`src/rtl/seq_divider.sv`:
```
// Unsigned radix-2 restoring divider, one quotient bit per clock.
// start/busy/done handshake; results held until the next accepted start.
module seq_divider #(
  parameter int WIDTH = 32
) (
  input  logic             clk,
  input  logic             rst_n,
  input  logic             start,
  input  logic [WIDTH-1:0] dividend,
  input  logic [WIDTH-1:0] divisor,
  output logic             busy,
  output logic             done,
  output logic [WIDTH-1:0] quotient,
  output logic [WIDTH-1:0] remainder,
  output logic             div_by_zero
);

  localparam int CW = (WIDTH > 2) ? $clog2(WIDTH) : 1;
  localparam logic [CW-1:0] CNT_INIT = CW'(WIDTH - 1);

  localparam logic [1:0] S_IDLE = 2'd0;
  localparam logic [1:0] S_RUN  = 2'd1;
  localparam logic [1:0] S_DONE = 2'd2;

  logic [1:0]       state_q, state_d;
  logic [CW-1:0]    cnt_q, cnt_d;
  logic [WIDTH-1:0] q_q, q_d;      // dividend shifting out, quotient shifting in
  logic [WIDTH-1:0] d_q, d_d;      // latched divisor
  logic [WIDTH:0]   r_q, r_d;      // partial remainder accumulator
  logic             busy_q, busy_d;
  logic             done_q, done_d;
  logic [WIDTH-1:0] quot_q, quot_d;
  logic [WIDTH-1:0] rem_q, rem_d;
  logic             dbz_q, dbz_d;

  logic [WIDTH:0]   r_sh;
  logic [WIDTH+1:0] trial;
  logic             no_borrow;
  logic [WIDTH:0]   r_nx;
  logic [WIDTH-1:0] q_nx;

  // Trial subtraction: R' + ~{0,D} + 1; the carry out of bit WIDTH means R' >= D.
  always_comb begin
    r_sh      = (r_q << 1) | {{WIDTH{1'b0}}, q_q[WIDTH-1]};
    trial     = {1'b0, r_sh} + {1'b0, ~{1'b0, d_q}} + {{(WIDTH+1){1'b0}}, 1'b1};
    no_borrow = trial[WIDTH+1];
    r_nx      = no_borrow ? trial[WIDTH:0] : r_sh;
    q_nx      = {q_q[WIDTH-2:0], no_borrow};
  end

  // Control FSM and datapath next-state.
  always_comb begin
    state_d = state_q;
    cnt_d   = cnt_q;
    q_d     = q_q;
    d_d     = d_q;
    r_d     = r_q;
    busy_d  = busy_q;
    done_d  = 1'b0;
    quot_d  = quot_q;
    rem_d   = rem_q;
    dbz_d   = dbz_q;
    case (state_q)
      S_IDLE, S_DONE: begin
        if (start) begin
          q_d     = dividend;
          d_d     = divisor;
          r_d     = '0;
          dbz_d   = 1'b0;
          cnt_d   = CNT_INIT;
          busy_d  = 1'b1;
          state_d = S_RUN;
        end
      end
      S_RUN: begin
        if (d_q == '0) begin
          // Zero divisor: resolved in the single busy cycle, no iterations.
          quot_d  = '1;
          rem_d   = q_q;
          dbz_d   = 1'b1;
          done_d  = 1'b1;
          busy_d  = 1'b0;
          state_d = S_DONE;
        end else begin
          r_d = r_nx;
          q_d = q_nx;
          if (cnt_q == '0) begin
            quot_d  = q_nx;
            rem_d   = r_nx[WIDTH-1:0];
            done_d  = 1'b1;
            busy_d  = 1'b0;
            state_d = S_DONE;
          end else begin
            cnt_d = cnt_q - 1'b1;
          end
        end
      end
      default: state_d = S_IDLE;
    endcase
  end

  // State registers, cleared asynchronously (aborts any operation in flight).
  always_ff @(posedge clk or negedge rst_n) begin
    if (!rst_n) begin
      state_q <= S_IDLE;
      cnt_q   <= '0;
      q_q     <= '0;
      d_q     <= '0;
      r_q     <= '0;
      busy_q  <= 1'b0;
      done_q  <= 1'b0;
      quot_q  <= '0;
      rem_q   <= '0;
      dbz_q   <= 1'b0;
    end else begin
      state_q <= state_d;
      cnt_q   <= cnt_d;
      q_q     <= q_d;
      d_q     <= d_d;
      r_q     <= r_d;
      busy_q  <= busy_d;
      done_q  <= done_d;
      quot_q  <= quot_d;
      rem_q   <= rem_d;
      dbz_q   <= dbz_d;
    end
  end

  assign busy        = busy_q;
  assign done        = done_q;
  assign quotient    = quot_q;
  assign remainder   = rem_q;
  assign div_by_zero = dbz_q;

endmodule
```
`config.mk`:
```
export PLATFORM = sky130hd
export DESIGN_NAME = seq_divider
export DESIGN_NICKNAME = d
export VERILOG_FILES = /design/src/rtl/seq_divider.sv
export SDC_FILE = /design/constraint.sdc
export NUM_CORES = 1
export LEC_CHECK = 0
export BUFFER_PORTS_ARGS = -buffer_cell sky130_fd_sc_hd__buf_2
export CAP_MARGIN = 10
export CORE_ASPECT_RATIO = 1.1
export CORE_MARGIN = 2
export CORE_UTILIZATION = 62
export DETAILED_ROUTE_END_ITERATION = 6
export GPL_TIMING_DRIVEN = 0
export HOLD_SLACK_MARGIN = 0.1
export PLACE_DENSITY = 0.86
export SLEW_MARGIN = 10
export SYNTH_ARGS = -nofsm -noshare
export SYNTH_HDL_FRONTEND = slang
export SYNTH_SLANG_ARGS = --single-unit
```
`constraint.sdc`:
```
create_clock -name clk -period 9.2 [get_ports clk]
set_input_delay 1.38 -clock clk [delete_from_list [all_inputs] [get_ports clk]]
set_output_delay 1.38 -clock clk [all_outputs]
set_load 0.01 [all_outputs]
```
Yosys cells after proc, flatten, opt, wreduce, memory -nomap -nowiden

Cells that the tools add are included.

Word-level logic and storage cells: 64
Bits in registers: 170

Bitwise gates (word level): 2
Reduce and logical (&&, ||, !) cells: 13
Add/subtract/negate cells: 3
Eq/ne operators: 7
Multiplexer cells: 29

Operator list:

| operator                | number |
|---|---|
| $mux W32                | 9 |
| $pmux W32 S2            | 2 |
| $add A33 B33 Y34        | 1 |
| $add A34 B1 Y34 const B | 1 |
| $not A32 Y33            | 1 |
| $or A33 B1 Y33          | 1 |
| $logic_not A32 Y1       | 1 |
| $mux W5                 | 3 |
| $pmux W5 S2             | 1 |
| $reduce_and A3 Y1       | 3 |
| $mux W1                 | 8 |
| $ne A2 B2 Y1 const B    | 4 |
| $mux W2                 | 3 |
| $reduce_and A2 Y1       | 3 |
| $logic_not A5 Y1        | 1 |
| $sub A5 B1 Y5 const B   | 1 |
| $pmux W1 S2             | 2 |
| $pmux W2 S2             | 1 |
| $reduce_and A4 Y1       | 1 |
| $reduce_bool A2 Y1      | 2 |
| $ne A3 B3 Y1 const B    | 1 |
| $eq A2 B1 Y1 const B    | 1 |
| $eq A2 B2 Y1 const B    | 1 |
| $logic_not A2 Y1        | 1 |
| $reduce_or A2 Y1        | 1 |

Logic depth before layout (Yosys ltp)

Word-level depth: 6
Mapped depth: 12
Gate-level depth less buffers: 12

Worst setup path after synthesis

OpenSTA, ideal clock, no wires.

Kind: reg2reg
Start point: register d_q[12]
End point: register rem_q[26] (netlist: remainder[26])
Library setup time: 0.134 ns
Required time: 9.066 ns
Data arrival time: 2.942 ns
Cell stages (with the launch flop): 12
Path slack: 6.124 ns
Cells stage by stage: dfrtp_1 inv_1 ha_1 a21o_1 a21o_1 o41ai_2 o211ai_2 o2111a_1 a2111oi_4 buf_6 mux2i_1 o211ai_2

Longest elaborated chain between the ends: 6
Elaborated cells between the ends (all ways): 9
Classes of those cells: add/sub (2); mux (3); bitwise (1); reduce/logical (3)

Ends and longest elaborated chain:

| item                   | line | RTL |
|---|---|---|
| from (decl)            | 28   | `logic [WIDTH-1:0] d_q, d_d;` |
| from (signal assigned) | 108  | `d_q <= '0;` |
| from (signal assigned) | 119  | `d_q <= d_d;` |
| $not A32 Y33           | 45   | `trial = {1'b0, r_sh} + {1'b0, ~{1'b0, d_q}} + {{(WIDTH+1){1'b0}}, 1'b1};` |
| $add A33 B33 Y34       | 45   |  |
| $add A34 B1 Y34        | 45   |  |
| $mux W32               | 47   | `r_nx = no_borrow ? trial[WIDTH:0] : r_sh;` |
| $mux W32               | 87   | `if (cnt_q == '0) begin` |
| $mux W32               | 76   | `if (d_q == '0) begin` |
| to (signal assigned)   | 124  | `rem_q <= rem_d;` |
| to (decl)              | 33   | `logic [WIDTH-1:0] rem_q, rem_d;` |

Parallel ways exist; a longest one is shown, timed or not. The select of a mux whose other input is x is not followed.
A chain may end at the register's enable or synchronous reset.

Worst setup path after layout

Start point: register d_q[26]
End point: register q_q[23]

Longest elaborated chain between the ends: 3

Ends and longest elaborated chain:

| item                        | line | RTL |
|---|---|---|
| $logic_not A32 Y1           | 76   |  |
| $ne A2 B2 Y1 (no line)      | n/a  |  |
| $reduce_and A3 Y1 (no line) | n/a  |  |
| to (signal assigned)        | 118  | `q_q <= q_d;` |
| to (decl)                   | 27   | `logic [WIDTH-1:0] q_q, q_d;` |

Every way passes these cells.

==> flow_summary.json <==
{
  "cp-endpoint": "q_q[23]$_DFFE_PN0P_",
  "outcome": "completed",
  "r2r_start": "d_q[26]$_DFFE_PN0P_",
  "synthesis.area_sq_um": 9070,
  "setup_tns_ns": 0,
  "cts_hold_buffers": 0,
  "nNetsFinal": 1212,
  "die_x_microns": 119,
  "final-instance-count-excl-fill": 1316,
  "die_y_microns": 131,
  "hpwlAfterDp_microns": 18100,
  "antenna_found_initial": 0,
  "cts_resized": 0,
  "critical_path.startpoint_type": "flop",
  "num_rows": 46,
  "gp_congestion": 0.882,
  "slew_viol_final": 0,
  "pwr_density_cell_nw_per_um2": 476,
  "holdWs_ns": 0.492,
  "die_area_sq_um": 15600,
  "finalSetupViolCount": 0,
  "grt_first_pass_wirelength_microns": 38800,
  "finalCoreUtilization": 0.740,
  "cts_root_buf": "clkbuf_16",
  "viasPerCell": 6.09,
  "rr_worst_depth": 8,
  "finalPower_mw": 5.04,
  "io_buffers": 133,
  "yosysWarnings": 0,
  "setup.worst_path.start": "d_q[26]$_DFFE_PN0P_",
  "end_kind": "flop",
  "cts_max_level": 4,
  "grt_usage": 0.318,
  "grt_max_degree": 91,
  "drt_iter0_drc": 803,
  "numCtsBuffers": 17,
  "cp_cell_sequence": "nor4_1 -> nand4_1 -> nor2_1 -> nor2_1 -> nor2_1 -> clkbuf_1 -> clkbuf_1 -> o21ai_0",
  "r2r_end": "q_q[23]$_DFFE_PN0P_",
  "postRouteAntennaNets": 0,
  "ir_drop_mv": 0.209,
  "syn2layout_area_growth_pct": 17.0,
  "cp_data_required_time_ns": 9.48,
  "drt-total-wl_microns": 24300,
  "placed_area_sq_um": 10000,
  "leakage_nw": 5.13,
  "relSlewSlack": 0.367,
  "grt_pass1_vias": 7636,
  "r2r_slack_ns": 5.43,
  "grt.overflow.total": 0,
  "drc_errors": 0,
  "clk_path_buf_depth": 2,
  "core-area_sq_um": 14300,
  "clkTransAtPathRegs_ns": 0.07,
  "fmax_mhz": 265,
  "io_pins": 134,
  "crit_fanout": 10,
  "synth_cell_types": 57,
  "crit_arrival_ns": 4.06,
  "setup_ws_ns": 5.43,
  "post_synth_inst_count": 957,
  "max_stage_delay_ns": 0.65,
  "start_util": 0.633,
  "clock-sinks": 170,
  "synthFlopType": "dfrtp_1",
  "final_hold_viol_count": 0,
  "finalCritPeriodShare": 0.410,
  "drive_above_1_share": 0.159,
  "skew_ns": 0.00643,
  "firstDrtPassIters": 5,
  "rsz0062_at_grt": "no",
  "max_slew.worst_pin.slew_ns": 0.936,
  "wl_per_cell_microns": 18.5,
  "clk_latency_ns": 0.43,
  "dp_slack_ns": 5.50,
  "synth_edf_count": 0,
  "worstHoldPathType": "flop to flop",
  "ys_seq_area_frac": 0.469,
  "synth_fp_nets": 1059,
  "cts_tree": "built",
  "design_area_sq_um": 10600,
  "syn_avg_cell_area_sq_um": 9.47,
  "ys_seq_elements": 170,
  "slowest_stage": "nor2_1",
  "post_cts_buffers": 0,
  "maxCapViolations": 0,
  "min_period_ns": 3.77,
  "synthArstFlopShare": 1.00,
  "place_inst": 1283,
  "crit_type": "flop to flop",
  "vias": 8017,
  "crit_top_cell": "nor2_1"
}
==> cells in the final DEF, fill, tap and decap left out, types with 31 or more instances in the layout <==
cell,n
nor2_1,43
ha_1,34
buf_2,132
dfrtp_1,170
mux2i_1,57
clkbuf_1,49
o21ai_0,93
a21oi_1,58
nand2_1,97
nand3_1,31
inv_1,46
o21ai_1,49
o22a_1,31
==> power breakdown <==
group | leakage (nW) | switching, mW | internal, mW
combinational | 2.70 | 1.75 | 1.17
clock | 0.280 | 0.330 | 0.392
sequential | 2.15 | 0.292 | 1.12
total | 5.13 | 2.37 | 2.67
==> flip-flops by register name (all words and copies together) (netlist names) <==
name,flops
busy,1
remainder,32
q_q,32
quotient,32
r_q,32
div_by_zero,1
d_q,32
cnt_q,5
done,1
state_q,2
==> cells by family after synthesis <==
logic type | share of synthesized area
AOI/OAI and AO/OA | 0.209
and+or+nand+nor | 0.135
DFF | 0.469
buffers and inverters | 0.0455
muxes | 0.0642
adders and majority gates | 0.0491
xor gates and xnor gates | 0.0280
==> critical path, delay by kind of cell (launching register included) <==
kind,cells,cell delay [ns]
simple gates,5,2.11
buf+inv,2,0.93
flops,1,0.37
compound gates,1,0.20
==> layout make-up <==
| cell class | instances | area (sq um) |
|---|---|---|
| Multi-Input combinational cell | 684 | 4400 |
| Sequential cell | 170 | 4250 |
| Fill cell | 1011 | 3720 |
| Timing Repair Buffer | 134 | 703 |
| Clock buffer | 18 | 439 |
| Buffer | 57 | 240 |
| Tap cell | 192 | 240 |
| Inverter | 46 | 173 |
| Clock inverter | 14 | 156 |
| Antenna cell | 1 | 2.50 |
==> cell usage after synthesis (all sizes together), types with 17 or more instances <==
| library cell | number | area share |
|---|---|---|
| a21oi | 58 | 0.032 |
| and3 | 24 | 0.017 |
| clkbuf | 49 | 0.020 |
| dfrtp | 170 | 0.47 |
| ha | 34 | 0.047 |
| inv | 46 | 0.019 |
| mux2i | 57 | 0.063 |
| nand2 | 97 | 0.040 |
| nand3 | 31 | 0.017 |
| nor2 | 43 | 0.018 |
| o21ai | 142 | 0.078 |
| o22a | 31 | 0.030 |
| xnor2 | 17 | 0.016 |
==> per-layer routing <==
metal	routed length [microns]	track usage	vias up
li1	-	-	3760
met1	10200	0.435	3761
met3	2080	0.0521	59
met4	711	0.136	0
met2	11400	0.511	437
met5	0	0	-
==> how the worst min path moves through the flow <==
stage,start,endpoint,slack (ns),cells after the start
2_1_floorplan,q_q[31]$_DFFE_PN0P_,q_q[31]$_DFFE_PN0P_,0.45,2
4_1_cts,q_q[31]$_DFFE_PN0P_,q_q[31]$_DFFE_PN0P_,0.49,2
3_5_place_dp,q_q[31]$_DFFE_PN0P_,q_q[31]$_DFFE_PN0P_,0.48,2
5_1_grt,quotient[23]$_DFFE_PN0P_,quotient[23]$_DFFE_PN0P_,0.52,1
6_report,busy$_DFFE_PN0P_,busy$_DFFE_PN0P_,0.49,2
3_3_place_gp,q_q[31]$_DFFE_PN0P_,q_q[31]$_DFFE_PN0P_,0.47,2
No activity file was read; power rests on OpenSTA's default activity.
